$ cat src/rtl/mcu_bus_pkg.sv
// Shared data-memory bus definitions: responder FSM encoding and default bus widths
// common to the core's load/store unit and the data-memory responder.
package mcu_bus_pkg;

   localparam int BUS_ADDR_W = 8;
   localparam int BUS_DATA_W = 8;

   typedef enum logic [1:0] {
      ST_IDLE = 2'd0,
      ST_WAIT = 2'd1,
      ST_RESP = 2'd2
   } bus_state_t;

   // A one-entry memory still needs a one-bit index.
   function automatic int idx_width(input int depth);
      return (depth > 1) ? $clog2(depth) : 1;
   endfunction

endpackage

$ cat src/rtl/sp_ram.sv
// Single-port synchronous RAM, DEPTH x DATA_W, registered read (read-before-write).
module sp_ram #(
   parameter int DEPTH  = 256,
   parameter int DATA_W = 8,
   parameter int IDX_W  = 8
) (
   input  logic              i_clk,
   input  logic              i_we,
   input  logic [IDX_W-1:0]  i_addr,
   input  logic [DATA_W-1:0] i_wdata,
   output logic [DATA_W-1:0] o_rdata
);

   logic [DATA_W-1:0] r_mem [0:DEPTH-1];
   logic [DATA_W-1:0] r_rdata;

   // Storage is deliberately not reset.
   always_ff @(posedge i_clk) begin
      if (i_we) begin
         r_mem[i_addr] <= i_wdata;
      end
      r_rdata <= r_mem[i_addr];
   end

   assign o_rdata = r_rdata;

endmodule

$ cat src/rtl/data_mem_responder.sv
// Data-memory bus responder: captures a load/store on Req, inserts WAIT_CYCLES wait
// states, then pulses Ack with Err for addresses >= DEPTH.
module data_mem_responder
   import mcu_bus_pkg::*;
#(
   parameter int ADDR_W      = BUS_ADDR_W,
   parameter int DATA_W      = BUS_DATA_W,
   parameter int DEPTH       = 256,
   parameter int WAIT_CYCLES = 1
) (
   input  logic              i_clk,
   input  logic              i_rst,
   input  logic              i_req,
   input  logic              i_we,
   input  logic [ADDR_W-1:0] i_addr,
   input  logic [DATA_W-1:0] i_wdata,
   output logic [DATA_W-1:0] o_rdata,
   output logic              o_ack,
   output logic              o_err,
   output logic              o_busy
);

   localparam int IDX_W = idx_width(DEPTH);

   bus_state_t        r_state, w_state_nxt;
   logic [3:0]        r_cnt, w_cnt_nxt;
   logic              r_we, w_we_nxt;
   logic [ADDR_W-1:0] r_addr, w_addr_nxt;
   logic [DATA_W-1:0] r_wdata, w_wdata_nxt;
   logic [DATA_W-1:0] r_rdata, w_rdata_nxt;
   logic              r_ack, w_ack_nxt;
   logic              r_err, w_err_nxt;
   logic              r_busy, w_busy_nxt;

   logic [ADDR_W-1:0] w_sel_addr;
   logic              w_sel_ok;
   logic              w_cap_ok;
   logic [IDX_W-1:0]  w_ram_idx;
   logic              w_ram_we;
   logic [DATA_W-1:0] w_ram_q;

   // The RAM is read every cycle; in IDLE it follows the live bus so a zero-wait load
   // has its data ready when RESP completes. Out-of-range addresses never index the RAM.
   assign w_sel_addr = (r_state == ST_IDLE) ? i_addr : r_addr;
   assign w_sel_ok   = (64'(w_sel_addr) < 64'(DEPTH));
   assign w_cap_ok   = (64'(r_addr) < 64'(DEPTH));
   assign w_ram_idx  = w_sel_ok ? w_sel_addr[IDX_W-1:0] : {IDX_W{1'b0}};
   assign w_ram_we   = (r_state == ST_RESP) && r_we && w_cap_ok && !i_rst;

   sp_ram #(
      .DEPTH  (DEPTH),
      .DATA_W (DATA_W),
      .IDX_W  (IDX_W)
   ) u_ram (
      .i_clk   (i_clk),
      .i_we    (w_ram_we),
      .i_addr  (w_ram_idx),
      .i_wdata (r_wdata),
      .o_rdata (w_ram_q)
   );

   // Next-state and registered-output logic; RESP is the cycle before the Ack pulse.
   always_comb begin
      w_state_nxt = r_state;
      w_cnt_nxt   = r_cnt;
      w_we_nxt    = r_we;
      w_addr_nxt  = r_addr;
      w_wdata_nxt = r_wdata;
      w_rdata_nxt = r_rdata;
      w_ack_nxt   = 1'b0;
      w_err_nxt   = 1'b0;
      w_busy_nxt  = 1'b0;
      case (r_state)
         ST_IDLE: begin
            if (i_req) begin
               w_we_nxt    = i_we;
               w_addr_nxt  = i_addr;
               w_wdata_nxt = i_wdata;
               w_busy_nxt  = 1'b1;
               if (WAIT_CYCLES == 0) begin
                  w_state_nxt = ST_RESP;
               end else begin
                  w_cnt_nxt   = 4'(WAIT_CYCLES);
                  w_state_nxt = ST_WAIT;
               end
            end else begin
               w_state_nxt = ST_IDLE;
            end
         end
         ST_WAIT: begin
            w_busy_nxt = 1'b1;
            if (r_cnt == 4'd1) begin
               w_cnt_nxt   = 4'd0;
               w_state_nxt = ST_RESP;
            end else begin
               w_cnt_nxt = r_cnt - 4'd1;
            end
         end
         ST_RESP: begin
            w_busy_nxt  = 1'b1;
            w_ack_nxt   = 1'b1;
            w_err_nxt   = !w_cap_ok;
            w_state_nxt = ST_IDLE;
            if (!r_we) begin
               w_rdata_nxt = w_cap_ok ? w_ram_q : {DATA_W{1'b0}};
            end else begin
               w_rdata_nxt = r_rdata;
            end
         end
         default: begin
            w_state_nxt = ST_IDLE;
            w_cnt_nxt   = 4'd0;
         end
      endcase
   end

   // State and output registers with synchronous reset.
   always_ff @(posedge i_clk) begin
      if (i_rst) begin
         r_state <= ST_IDLE;
         r_cnt   <= 4'd0;
         r_we    <= 1'b0;
         r_addr  <= {ADDR_W{1'b0}};
         r_wdata <= {DATA_W{1'b0}};
         r_rdata <= {DATA_W{1'b0}};
         r_ack   <= 1'b0;
         r_err   <= 1'b0;
         r_busy  <= 1'b0;
      end else begin
         r_state <= w_state_nxt;
         r_cnt   <= w_cnt_nxt;
         r_we    <= w_we_nxt;
         r_addr  <= w_addr_nxt;
         r_wdata <= w_wdata_nxt;
         r_rdata <= w_rdata_nxt;
         r_ack   <= w_ack_nxt;
         r_err   <= w_err_nxt;
         r_busy  <= w_busy_nxt;
      end
   end

   assign o_rdata = r_rdata;
   assign o_ack   = r_ack;
   assign o_err   = r_err;
   assign o_busy  = r_busy;

endmodule

$ cat config.mk
export PLATFORM = sky130hd
export DESIGN_NAME = data_mem_responder
export DESIGN_NICKNAME = d
export VERILOG_FILES = /design/src/rtl/mcu_bus_pkg.sv /design/src/rtl/sp_ram.sv /design/src/rtl/data_mem_responder.sv
export SDC_FILE = /design/constraint.sdc
export NUM_CORES = 2
export LEC_CHECK = 0
export ABC_CLOCK_PERIOD_IN_PS = 5400
export CAP_MARGIN = 20
export CORE_MARGIN = 8
export CORE_UTILIZATION = 50
export DETAILED_ROUTE_END_ITERATION = 8
export GPL_TIMING_DRIVEN = 0
export HOLD_SLACK_MARGIN = 0.06
export PLACE_DENSITY_LB_ADDON = 0.3
export SETUP_SLACK_MARGIN = 0.15
export SYNTH_ARGS = -nofsm -noshare
export SYNTH_HDL_FRONTEND = slang
export SYNTH_SLANG_ARGS = --single-unit
$ cat constraint.sdc
create_clock -name i_clk -period 5.4 [get_ports i_clk]
set_clock_uncertainty 0.2 [all_clocks]
set_input_delay 0.81 -clock i_clk [delete_from_list [all_inputs] [get_ports i_clk]]
set_output_delay 0.81 -clock i_clk [all_outputs]
set_load 0.03 [all_outputs]
==> impl_metrics.py <==
metrics = {
    "route": {
        "first_pass_iters": 8,
        "detail-route-antenna-nets": 0,
        "route.detailed.drc": 0,
        "wl_um": 222000,
        "wl_per_cell_um": 32.3,
        "drt_iter0_drc": 7078,
        "vias": 43700,
        "drt-vias-per-instance": 6.37,
    },
    "synthesis": {
        "syn_inst": 4276,
        "synth_area_leader_cell": "edfxtp_1",
        "synth_area_leaders": "edfxtp_1 (76%), mux4_2 (9.8%), nand2_1 (2.2%), a22oi_1 (1.8%), mux2i_1 (1.7%)",
        "synthAdderAreaFrac_pct": 0.0929,
        "async_flop_share_pct": 0,
        "synth_compound_area_share_pct": 4.27,
        "yosys_register_bits": 2089,
        "netlist.area_leader.share_pct": 76.1,
        "avgSynthCellArea_um2": 18.9,
        "seq_area_frac_synth_pct": 77.1,
        "yosysMostFrequentCell": "edfxtp_1",
        "synthXorXnorAreaFrac_pct": 0,
        "synth_simple_gate_area_share_pct": 5.22,
        "syn_nets": 4302,
        "synth_ff_type": "edfxtp_1",
        "synthTopCellsByCount": "edfxtp_1 (2,048), nand2_1 (469), mux4_2 (352), nor2_1 (275), a22oi_1 (193)",
        "mappedNetlistArea_um2": 80800,
        "synth.mux.area_fraction_pct": 11.6,
        "ys_warn_count": 0,
        "synth.distinct_cells": 46,
        "synth_top_family_by_area": "multiplexers",
        "synth_edf_count": 2048,
    },
    "worst_setup_path": {
        "end_kind": "flop",
        "critPathMaxFanout": 10,
        "critical_path_class": "flop to flop",
        "slowest_stage": "clkbuf_4",
        "slowest_delay_ps": 640,
        "crit_chain": "inv_1 -> ha_1 -> buf_4 -> buf_4 -> mux2i_1 -> clkbuf_1 -> buf_2 -> buf_2 -> nand2_1 -> nor2_1 -> nand2_1 -> clkbuf_4 -> nor2_2",
        "cp.required_ps": 5670,
        "worstSetupStartpointType": "flop",
        "cp_data_arrival_time_ps": 5730,
    },
    "clock_tree": {
        "clk_latency_ps": 840,
        "ctsHoldBuffers": 0,
        "cts_max_level": 4,
        "cts_buffers": 201,
        "cts_tree": "built",
        "postCtsSetupRepairBufs": 0,
        "clock_sinks": 2089,
        "cts-root-buf": "clkbuf_16",
        "cts_max_path_buffers": 3,
        "cts.clk_slew.worst_paths_ps": 60,
    },
    "final_layout": {
        "utilization_pct": 57.0,
        "nets": 4563,
        "stdcell_area_um2": 91500,
        "syn_to_final_growth_pct": 13.2,
        "stdcell_count": 6865,
        "layout-drive-gt1-share_pct": 20.2,
        "fillers": 11800,
    },
    "sta": {
        "fin_ws_ps": -57.3,
        "timing.fmax_mhz": 183,
        "hold_viol_final": 0,
        "setup_tns_ps": -1730,
        "worstMarginPinSlew_ps": 1220,
        "hold-worst-slack_ps": 198,
        "rsz0062_at_grt": "true",
        "setup_violations": 54,
        "min_period_ps": 5460,
        "period_share_pct": 101,
        "max_slew_margin_pct": 18.8,
        "drv_slew": 0,
    },
    "worst_hold_path": {
        "min_path_type": "input pin to flop",
    },
    "place": {
        "dp.cells": 6492,
        "gp_congestion": 0.942,
        "portBuffers": 28,
        "dpl.hpwl_um": 148000,
        "placed_area_um2": 84500,
        "pre_cts_slack_ps": -697,
    },
    "die": {
        "rows": 147,
        "die_w_um": 418,
        "dieArea_um2": 175000,
        "die_h_um": 418,
        "core_um2": 161000,
        "initial_utilization_pct": 50.3,
        "pin_count": 31,
    },
    "global_route": {
        "antenna_found_initial": 10,
        "overflow": 0,
        "grt_start_max_net_pins": 87,
        "grt_pass1_wl_um": 311000,
        "grt_pass1_vias": 42300,
        "grt.total_usage_pct": 24.8,
    },
    "run": {
        "cap_viol_max_count": 0,
    },
    "pwr": {
        "ir_worst_vdd_v": 0.000357,
        "p_leak_nw": 28.4,
        "total_power_mw": 34.8,
        "power_density_nw_per_um2": 380,
    },
    "outcome": {
        "violations": "setup timing",
        "status": "complete, but fails checks",
    },
}
## cell families (layout without fill, tap and decap cells)
group	after synthesis	in the layout
other cells	1	8
simple gates	984	984
buf+inv	261	683
compound gates	440	440
mux	495	495
flops	2089	2089
fa+ha+maj	6	6
## final timing paths
check	from	endpoint	slack, ps	cells after the start
setup reg to reg	r_state[0]	u_ram.r_mem[157][2]	-60	13
hold reg to reg	u_ram.o_rdata[6]	o_rdata[6]	270	2
hold / removal	i_addr[2]	r_addr[2]	200	3
setup / recovery	r_state[0]	u_ram.r_mem[157][2]	-60	13
## cells in the final DEF, fill, tap and decap left out, types with 18 or more instances in the layout
| cell type | instances |
|---|---|
| mux4_2 | 352 |
| mux2i_1 | 139 |
| a21oi_1 | 23 |
| dfxtp_1 | 33 |
| bufinv_16 | 18 |
| nor2_2 | 131 |
| nand4_1 | 40 |
| edfxtp_1 | 2048 |
| and3_1 | 33 |
| buf_4 | 33 |
| clkbuf_1 | 164 |
| a221oi_1 | 64 |
| buf_6 | 23 |
| buf_2 | 57 |
| clkinv_1 | 37 |
| a22oi_1 | 193 |
| clkinv_2 | 34 |
| clkbuf_16 | 206 |
| nand2_1 | 464 |
| a311oi_1 | 48 |
| nor2_1 | 135 |
| clkdlybuf4s50_1 | 28 |
| buf_16 | 23 |
| buf_1 | 18 |
| nand3_1 | 116 |
## where the power goes
| part | internal [mW] | switching, mW |
|---|---|---|
| Clock | 7.90 | 6.04 |
| Sequential | 17.9 | 0.0785 |
| Combinational | 0.969 | 1.92 |
## flip-flops by register name (all words and copies together) (netlist names)
register / cells
u_ram.r_mem: 2048
o_rdata: 8
r_cnt: 4
r_state: 2
r_wdata: 8
r_we: 1
o_busy: 1
r_addr: 8
u_ram.o_rdata: 8
o_ack: 1
## final cells by class
cell class,instances,area (µm²),area share (%)
Sequential cell,2089,62300,68.1
Multi-Input combinational cell,1926,17500,19.1
Clock buffer,257,5380,5.88
Tap cell,2160,2700,2.95
Buffer,256,1370,1.50
Clock inverter,107,1110,1.21
Timing Repair Buffer,58,1030,1.13
Inverter,5,18.8,0.0205
Antenna cell,7,17.5,0.0191
## per-layer routing
layer	up-vias	track usage [%]	part of all wire (%)
met4	8	11.4	4.8
li1	18000	-	-
met1	22500	34.0	38
met5	-	0	0.022
met3	472	6.44	11
met2	2762	37.8	46
## worst max-delay path: cells and delay by family, from the launching register on
kind / cells / cell delay (ps)
DFF: 1 / 330
buffers and inverters: 7 / 2310
muxes: 1 / 400
adders and majority gates: 1 / 260
and+or+nand+nor: 4 / 1550
## timing repair
item                       in CTS  in global routing
resized for setup              86                 83
hold endpoints to repair        0                  0
setup endpoints to repair     756                948
No activity file was read; power rests on OpenSTA's default activity.
